File: src/rtl/ccff_loader_pkg.sv
// Shared types and CRC-8 helper for the configuration chain loader.
// Poly 0x07, MSB-first bit-serial update.
package ccff_loader_pkg;

    typedef enum logic [1:0] {
        IDLE,
        LOAD,
        VERIFY,
        DONE
    } state_t;

    localparam logic [7:0] CRC8_POLY = 8'h07;
    localparam logic [7:0] CRC8_INIT = 8'h00;

    function automatic logic [7:0] crc8_step(
        input logic [7:0] c,
        input logic       b
    );
        logic fb;
        fb = c[7] ^ b;
        return {c[6:0], 1'b0} ^ (fb ? CRC8_POLY : 8'h00);
    endfunction

endpackage

File: src/rtl/ccff_crc8.sv
// Bit-serial CRC-8 accumulator with synchronous clear.
// Clear wins over enable.
module ccff_crc8
    import ccff_loader_pkg::*;
(
    input  logic       prog_clk,
    input  logic       pReset,
    input  logic       clr,
    input  logic       en,
    input  logic       din,
    output logic [7:0] crc
);

    always_ff @(posedge prog_clk or posedge pReset) begin
        if (pReset) begin
            crc <= CRC8_INIT;
        end else if (clr) begin
            crc <= CRC8_INIT;
        end else if (en) begin
            crc <= crc8_step(crc, din);
        end
    end

endmodule

File: src/rtl/ccff_loader.sv
// Byte-stream to configuration-chain serialiser with an optional
// loopback verify pass that CRC-checks the chain without altering it.
module ccff_loader
    import ccff_loader_pkg::*;
#(
    parameter int CHAIN_LEN = 1024,
    parameter int CNT_W     = $clog2(CHAIN_LEN + 1)
) (
    input  logic       prog_clk,
    input  logic       pReset,
    input  logic       start,
    input  logic       verify_en,
    input  logic [7:0] in_data,
    input  logic       in_valid,
    output logic       in_ready,
    output logic       ccff_head,
    input  logic       ccff_tail,
    output logic       ccff_shift_en,
    output logic       busy,
    output logic       config_done,
    output logic       crc_err,
    output logic [7:0] crc_out
);

    state_t state_q;
    state_t state_d;

    logic [CNT_W-1:0] rem_bits;
    logic [3:0]       bits_left;
    logic [7:0]       sh;
    logic             head_q;
    logic             shift_en_q;
    logic             verify_q;
    logic             crc_err_q;
    logic [7:0]       crc;
    logic [7:0]       vcrc;

    logic             start_ok;
    logic             shifting;
    logic             handshake;
    logic             verifying;
    logic [CNT_W+3:0] rem_ext;
    logic [CNT_W+3:0] bl_ext;
    logic [CNT_W+3:0] avail;
    logic [3:0]       next_fill;

    assign start_ok  = start && (state_q == IDLE || state_q == DONE);
    assign shifting  = (state_q == LOAD) && (bits_left != 4'd0);
    assign verifying = (state_q == VERIFY);
    assign handshake = in_valid && in_ready;

    // Bits still owed to the chain beyond what sh already holds
    assign rem_ext   = {4'd0, rem_bits};
    assign bl_ext    = {{CNT_W{1'b0}}, bits_left};
    assign avail     = rem_ext - bl_ext;
    assign next_fill = (avail >= (CNT_W + 4)'(8)) ? 4'd8 : avail[3:0];

    assign in_ready = (state_q == LOAD) && (bits_left <= 4'd1)
                      && (rem_ext > bl_ext);

    always_ff @(posedge prog_clk or posedge pReset) begin
        if (pReset) begin
            state_q <= IDLE;
        end else begin
            state_q <= state_d;
        end
    end

    always_comb begin
        state_d = state_q;
        unique case (state_q)
            IDLE: begin
                if (start) state_d = LOAD;
            end
            LOAD: begin
                if (rem_bits == '0) state_d = verify_q ? VERIFY : DONE;
            end
            VERIFY: begin
                if (rem_bits == CNT_W'(1)) state_d = DONE;
            end
            DONE: begin
                if (start) state_d = LOAD;
            end
        endcase
    end

    always_ff @(posedge prog_clk or posedge pReset) begin
        if (pReset) begin
            rem_bits   <= '0;
            bits_left  <= 4'd0;
            sh         <= 8'h00;
            head_q     <= 1'b0;
            shift_en_q <= 1'b0;
            verify_q   <= 1'b0;
            crc_err_q  <= 1'b0;
        end else if (start_ok) begin
            rem_bits   <= CNT_W'(CHAIN_LEN);
            bits_left  <= 4'd0;
            shift_en_q <= 1'b0;
            verify_q   <= verify_en;
            crc_err_q  <= 1'b0;
        end else if (state_q == LOAD) begin
            shift_en_q <= shifting;
            if (shifting) begin
                head_q    <= sh[7];
                sh        <= {sh[6:0], 1'b0};
                bits_left <= bits_left - 4'd1;
                rem_bits  <= rem_bits - CNT_W'(1);
            end
            if (handshake) begin
                sh        <= in_data;
                bits_left <= next_fill;
            end
            // Reuse the bit counter to time the loopback rotation
            if (rem_bits == '0 && verify_q) begin
                rem_bits <= CNT_W'(CHAIN_LEN);
            end
        end else if (verifying) begin
            rem_bits <= rem_bits - CNT_W'(1);
            if (rem_bits == CNT_W'(1)) begin
                crc_err_q <= (crc8_step(vcrc, ccff_tail) != crc);
            end
        end
    end

    ccff_crc8 u_crc_load (
        .prog_clk (prog_clk),
        .pReset   (pReset),
        .clr      (start_ok),
        .en       (shifting),
        .din      (sh[7]),
        .crc      (crc)
    );

    ccff_crc8 u_crc_verify (
        .prog_clk (prog_clk),
        .pReset   (pReset),
        .clr      (start_ok),
        .en       (verifying),
        .din      (ccff_tail),
        .crc      (vcrc)
    );

    assign ccff_head     = verifying ? ccff_tail : head_q;
    assign ccff_shift_en = verifying || shift_en_q;
    assign busy          = (state_q == LOAD) || verifying;
    assign config_done   = (state_q == DONE);
    assign crc_err       = crc_err_q;
    assign crc_out       = crc;

endmodule
File: config.mk
export PLATFORM = sky130hd
export DESIGN_NAME = ccff_loader
export DESIGN_NICKNAME = d
export VERILOG_FILES = /design/src/rtl/ccff_loader_pkg.sv /design/src/rtl/ccff_crc8.sv /design/src/rtl/ccff_loader.sv
export SDC_FILE = /design/constraint.sdc
export NUM_CORES = 1
export LEC_CHECK = 0
export BUFFER_PORTS_ARGS = -buffer_cell sky130_fd_sc_hd__buf_2
export CAP_MARGIN = 20
export CORE_UTILIZATION = 35
export CTS_BUF_LIST = sky130_fd_sc_hd__clkbuf_4 sky130_fd_sc_hd__clkbuf_8
export CTS_CLUSTER_DIAMETER = 120
export CTS_CLUSTER_SIZE = 28
export DETAILED_ROUTE_END_ITERATION = 12
export PLACE_DENSITY_LB_ADDON = 0.1
export SYNTH_ARGS = -nofsm -noshare
export SYNTH_HDL_FRONTEND = slang
export SYNTH_SLANG_ARGS = --single-unit
File: constraint.sdc
create_clock -name prog_clk -period 4.01 [get_ports prog_clk]
set_clock_uncertainty 0.2 [all_clocks]
set_input_delay 0 -clock prog_clk [delete_from_list [all_inputs] [get_ports prog_clk]]
set_output_delay 0 -clock prog_clk [all_outputs]
set_load 0.05 [all_outputs]
==> summary.txt, run 1 <==
status - complete, no violations
Synth Cell Area - 2740 sq um
vias in the first global route - 2231
first-pass detailed-route iteration total - 4
Critical Path End Type - register
RSZ-0062 raised after global routing - no
largest net degree at the start of global routing - 46
fin crit period - 2.84 ns
placer congestion estimate - 0.744
Final Setup Violations - 0
Critical Setup Path Class - reg2reg
post-synth top area cell - dfrtp_1
clock-pin slew on the worst setup and hold paths - 0.09 ns
final net count - 365
n_diodes - 0
first-pass GRT wire length - 11400 um
drt total wl - 6540 um
core box area - 7410 sq um
post-synth cell types - 45
initial antenna violation count - 0
Post-Syn Instances - 298
Final Hold Viols - 0
via count - 2262
clock tree buffer depth - 2
root buffer cell - clkbuf_8
Max-Cap Viols - 0
vias per cell - 5.18
pwr/cell area - 336 nW/um^2
Setup TNS - 0 ns
Leak - 1.41 nW
die footprint - 8180 sq um
total CTS buffers - 5
DR WL/cell - 15.0 um
power consumption - 0.00109 W
Post-synth EDFFs - 0
drt drc - 0
worst endpoint data arrival time - 2.82 ns
H-tree depth - 2
Layout Cells excl Fill - 437
Period Utilization, post-route - 70.8%
share of the synthesized area in the top cell type - 41.1%
Tightest Pin Transition - 0.727 ns
share of flip-flops with an asynchronous set or reset - 100%
Starting DRT DRC Count - 154
Multi-input gate area - 1480 sq um
initial core utilization - 37.0%
post-DP HPWL - 4440 um
relative slew slack - 51.6%
Main synth FF type - dfrtp_1
port buffer count - 27
Post-CTS Resized - 0
Post-Syn Area per Cell - 9.19 sq um
Max Freq - 352 MHz
grt ovf - 0
Chip Height - 90.4 um
post-CTS setup buffer count - 0
synth top area cells - dfrtp_1, ha_1, mux2i_1, nand2_1, a21oi_1
ANT nets after route - 0
total track usage - 17.3%
Peak VDD IR - 135 uV
share of cells above drive strength 1 - 16.6%
placed cells - 414
yosys warns - 0
fill cell count - 754
Hold Buf Count CTS - 13
Skew-Pair Late Insertion Delay - 0.30 ns
Pins Over Slew Limit - 0
Clock Sinks - 45
Critical Path RT - 3.99 ns
Boundary Pins - 28
startpoint types - register
FF+latch area - 1130 sq um
syn nets - 326
chip width - 90.4 um
synthesis-to-finish area growth - 18.9%
synthesized flop and latch total - 45
Site Rows - 31
sequential element share of the synthesized area - 41.1%
Hold Path Class - in2reg
CTS tree - done
Worst Path Max Fanout - 11
==> cell families after synthesis <==
logic type / after synthesis / share of synthesized area (%)
simple gates: 110 / 21.9
compound gates: 61 / 14.5
flops: 45 / 41.1
buf+inv: 37 / 5.16
xor+xnor: 18 / 5.76
fa+ha+maj: 14 / 6.67
mux: 13 / 4.84
==> cell usage in the layout (no fill, tap or decap), types with 3 or more instances in the layout <==
master and count:
or4_1 12, buf_4 5, nor4_1 3, nor2_1 14
or2_2 4, buf_2 27, o21ai_0 11, o211ai_1 5
mux2i_1 11, o31ai_1 3, xor2_1 10, dfrtp_1 45
inv_1 21, clkbuf_8 5, ha_1 13, a21oi_1 20
o221ai_1 8, dlygate4sd3_1 14, xnor2_1 8, nor3_1 8
nand2_1 29, nand4_1 6, nand3_1 16, nand2b_1 3
or3_1 4
==> critical path, stage by stage (launching register included) <==
cell	delay, ns
dfrtp_1	0.41
inv_1	0.08
ha_1	0.22
fa_1	0.41
nor2b_1	0.16
o211ai_1	0.16
a211oi_2	0.57
o21a_1	0.36
o221ai_1	0.15
==> cell type report <==
| class | instances | share of cell area (%) |
|---|---|---|
| Timing Repair Buffer | 47 | 10.2 |
| Sequential cell | 45 | 34.6 |
| Multi-Input combinational cell | 216 | 45.3 |
| Clock inverter | 2 | 1.19 |
| Inverter | 22 | 2.54 |
| Clock buffer | 6 | 2.34 |
| Tap cell | 99 | 3.80 |
==> final timing paths <==
kind / start / endpoint / slack, ns / depth (start not counted)
worst max-delay path: rem_bits[0] / sh[1] / 1.17 / 8
worst min-delay path: in_data[3] / sh[3] / 0.26 / 4
worst max register to register: rem_bits[0] / sh[1] / 1.17 / 8
worst min register to register: crc_err / crc_err / 0.34 / 2
max in group asynchronous: pReset / rem_bits[0] / 2.61 / 5
min in group asynchronous: pReset / rem_bits[1] / 0.52 / 4
==> registers in the layout (all words and copies together) (netlist names) <==
name,cells
head_q,1
sh,8
state_q,2
crc_err,1
rem_bits,11
u_crc_verify.crc,8
shift_en_q,1
u_crc_load.crc,8
bits_left,4
verify_q,1
==> stage by stage <==
step	hold WS [ns]	setup slack (ns)	instance area, sq um	util (%)
after floorplan	-0.0946	1.52	2740	-
after global placement	0.0272	1.21	2980	40.2
after detailed placement	0.0321	1.17	2980	40.2
after CTS	0.239	1.17	3230	43.5
after global routing	0.253	0.938	3260	43.9
final	0.256	1.17	3260	43.9
==> power by group <==
part	total (W)	switching, W	internal, W
sequential	0.000553	0.0000498	0.000504
clock	0.000364	0.000170	0.000194
combinational	0.000177	0.0000871	0.0000902
==> cells in the mapped netlist, types with 3 or more instances <==
| master | number |
|---|---|
| clkbuf_1 | 11 |
| or4_1 | 12 |
| or3_1 | 4 |
| o211ai_1 | 5 |
| nor4_1 | 3 |
| xnor2_1 | 8 |
| nor3_1 | 8 |
| a21oi_1 | 20 |
| o21ai_0 | 11 |
| o221ai_1 | 8 |
| o31ai_1 | 3 |
| dfrtp_1 | 45 |
| nand4_1 | 6 |
| inv_1 | 22 |
| mux2i_1 | 11 |
| nand2b_1 | 3 |
| nand3_1 | 16 |
| or2_2 | 4 |
| xor2_1 | 10 |
| nor2_1 | 14 |
| nand2_1 | 29 |
| ha_1 | 13 |
==> per-layer routing <==
layer,up-vias,wire (um),GRT usage (%),part of all wire (%)
met2,33,2760,25.6,42
met4,0,63,4.44,0.96
met1,1070,3570,25.8,55
met3,7,148,3.20,2.3
li1,1152,-,-,-
met5,-,0,0,0
Note: power is estimated with default switching activity, not from simulation.
==> run 2: changes to the inputs <==
==> constraint.sdc (replaced) <==
create_clock -name prog_clk -period 2.6 [get_ports prog_clk]
set_clock_uncertainty 0.2 [all_clocks]
set_input_delay 0 -clock prog_clk [delete_from_list [all_inputs] [get_ports prog_clk]]
set_output_delay 0 -clock prog_clk [all_outputs]
set_load 0.05 [all_outputs]
==> summary.txt, run 2 (synthesized netlist as in run 1, its figures left out) <==
status - finished with violations (was complete, no violations)
failing checks - negative hold slack
drt total wl - 6640 um (was 6540 um)
Worst Path Max Fanout - 7 (was 11)
Reg with most FFs - rem_bits (unchanged)
total CTS buffers - 5 (unchanged)
Clock Sinks - 45 (unchanged)
share of cells above drive strength 1 - 21.3% (was 16.6%)
pwr/cell area - 493 nW/um^2 (was 336 nW/um^2)
gr busiest metal - met2 (was met1)
via count - 2347 (was 2262)
initial core utilization - 37.0% (unchanged)
Critical Path End Type - register (unchanged)
H-tree depth - 2 (unchanged)
Critical Path RT - 2.58 ns (was 3.99 ns)
post-DP HPWL - 4680 um (was 4440 um)
DR WL/cell - 14.6 um (was 15.0 um)
clock-pin slew on the worst setup and hold paths - 0.09 ns (about the same)
routing usage on met2 - 28.1% (was 25.6%)
vias in the first global route - 2365 (was 2231)
Most common cell on crit path - nor3_1
core box area - 7410 sq um (unchanged)
Boundary Pins - 28 (unchanged)
worst endpoint data arrival time - 2.42 ns (was 2.82 ns)
Leak - 1.51 nW (was 1.41 nW)
M1 GR Usage - 24.5% (was 25.8%)
Max-Cap Viols - 0 (unchanged)
power consumption - 0.00168 W (was 0.00109 W)
Hold Path Class - in2async (was in2reg)
RSZ-0062 raised after global routing - no (unchanged)
grt ovf - 0 (unchanged)
commonest non-fill, non-tap cell in the layout - dfrtp_1 (unchanged)
Peak VDD IR - 256 uV (was 135 uV)
worst setup path startpoint - state_q[0] (was rem_bits[0])
placer congestion estimate - 0.798 (was 0.744)
slowest CP cell - nor3_1 (was a211oi_2)
Setup TNS - 0 ns (unchanged)
grt met3 use - 2.95% (was 3.20%)
synthesis-to-finish area growth - 24.8% (was 18.9%)
Chip Height - 90.4 um (unchanged)
Site Rows - 31 (unchanged)
placed cells - 432 (was 414)
Period Utilization, post-route - 94.0% (was 70.8%)
Fin Hold WS - -0.0267 ns (was 0.256 ns)
Max Freq - 409 MHz (was 352 MHz)
clock power share - 33.2% (was 33.3%)
Pins Over Slew Limit - 0 (unchanged)
total track usage - 17.5% (was 17.3%)
root buffer cell - clkbuf_8 (unchanged)
most frequent cells in the layout - dfrtp_1, nand2_1, buf_2, buf_4, inv_1 (was dfrtp_1, nand2_1, buf_2, inv_1, a21oi_1)
n_diodes - 0 (unchanged)
vias per cell - 5.15 (was 5.18)
port buffer count - 27 (unchanged)
worst-path cell chain - inv_1, ha_1, and2_1, nor3_1, buf_4, nor3_1, mux2i_1 (was inv_1, ha_1, fa_1, nor2b_1, o211ai_1, a211oi_2, o21a_1, o221ai_1)
Skew-Pair Late Insertion Delay - 0.30 ns (about the same)
drt drc - 0 (unchanged)
Worst Reg-to-Reg Cells - 7 (was 8)
startpoint types - register (unchanged)
final net count - 384 (was 365)
largest net degree at the start of global routing - 46 (unchanged)
die footprint - 8180 sq um (unchanged)
relative slew slack - 47.3% (was 51.6%)
first-pass GRT wire length - 11500 um (was 11400 um)
Final Hold Viols - 11 (was 0)
CTS tree - done (unchanged)
Final Setup Violations - 0 (unchanged)
switching power total - 0.000469 W (was 0.000307 W)
initial antenna violation count - 0 (unchanged)
Slowest Stage Delay on Critical Path - 0.61 ns (was 0.57 ns)
fin crit period - 2.44 ns (was 2.84 ns)
Sw Share - 27.8% (was 28.0%)
Starting DRT DRC Count - 105 (was 154)
Internal Pwr Total - 0.00122 W (was 0.000788 W)
Tightest Pin Transition - 0.784 ns (was 0.727 ns)
Critical Setup Path Class - reg2reg (unchanged)
first-pass detailed-route iteration total - 4 (unchanged)
Layout Cells excl Fill - 456 (was 437)
FF-to-FF Start - state_q[0] (was rem_bits[0])
sequential power share - 50.6% (was 50.5%)
ANT nets after route - 0 (unchanged)
Gate power share - 16.2% (about the same)
max reg flops - 11 (unchanged)
chip width - 90.4 um (unchanged)
clock tree buffer depth - 2 (unchanged)
run 2: cell types whose count changed in the layout (fill, tap and decap cells not counted):
cell / before / now
buf_4: 5 / 22
buf_12: 1 / 2
o21a_2: 0 / 1
o21a_1: 2 / 1
buf_6: 0 / 1
run 2: worst max-delay path: cells and delay by family (launching register included):
family,cells,cell delay [ns]
muxes,1,0.12
and+or+nand+nor,3,0.90
buffers and inverters,2,0.33
adders and majority gates,1,0.34
DFF,1,0.43
run 2: metrics by stage:
stage | setup slack (ns) | instance area [sq um] | hold WS [ns] | utilization (%)
3_5_place_dp | 0.0706 | 3130 | 0.0331 | 42.2
3_3_place_gp | 0.127 | 3130 | 0.0282 | 42.2
4_1_cts | 0.0960 | 3380 | 0.241 | 45.7
6_report | 0.157 | 3420 | -0.0267 | 46.1
5_1_grt | 0.0266 | 3420 | 0.00344 | 46.1
2_1_floorplan | 0.107 | 2740 | -0.0946 | -
run 2: per-layer routing:
metal  wire length [um]  up-vias
met5                  0        -
met4                 59        0
met3                190        5
met2               3000       40
met1               3380     1120
li1                   -     1182
run 2: power by group through the flow:
stage / clock (W) / sequential (W) / combinational [W]
after floorplan: 0 / 0.000848 / 0.000205
after global placement: 0 / 0.000866 / 0.000250
after detailed placement: 0 / 0.000867 / 0.000254
after CTS: 0.000576 / 0.000854 / 0.000271
after global routing: 0.000597 / 0.000862 / 0.000320
final: 0.000559 / 0.000853 / 0.000273
run 2: final cells by class:
type,count,area [sq um]
Inverter,22,82.6
Fill cell,719,3990
Clock buffer,6,76.3
Multi-Input combinational cell,216,1480
Sequential cell,45,1130
Timing Repair Buffer,66,492
Clock inverter,2,38.8
Tap cell,99,124
run 2: timing repair:
item                                    4_1_cts  5_1_grt
gates resized for setup                       0        2
buffers inserted                              0        1
hold buffers                                 14        0
endpoints found under the setup margin        0       12
endpoints found under the hold margin        59        0
run 2: path summary, 6_finish.rpt:
| kind | slack (ns) | end |
|---|---|---|
| hold reg to reg | 0.34 | crc_err |
| min in group prog_clk | 0.25 | sh[6] |
| max in group asynchronous | 1.74 | bits_left[2] |
| setup / recovery | 0.16 | rem_bits[6] |
| setup reg to reg | 0.16 | rem_bits[6] |
| hold / removal | -0.03 | state_q[1] |
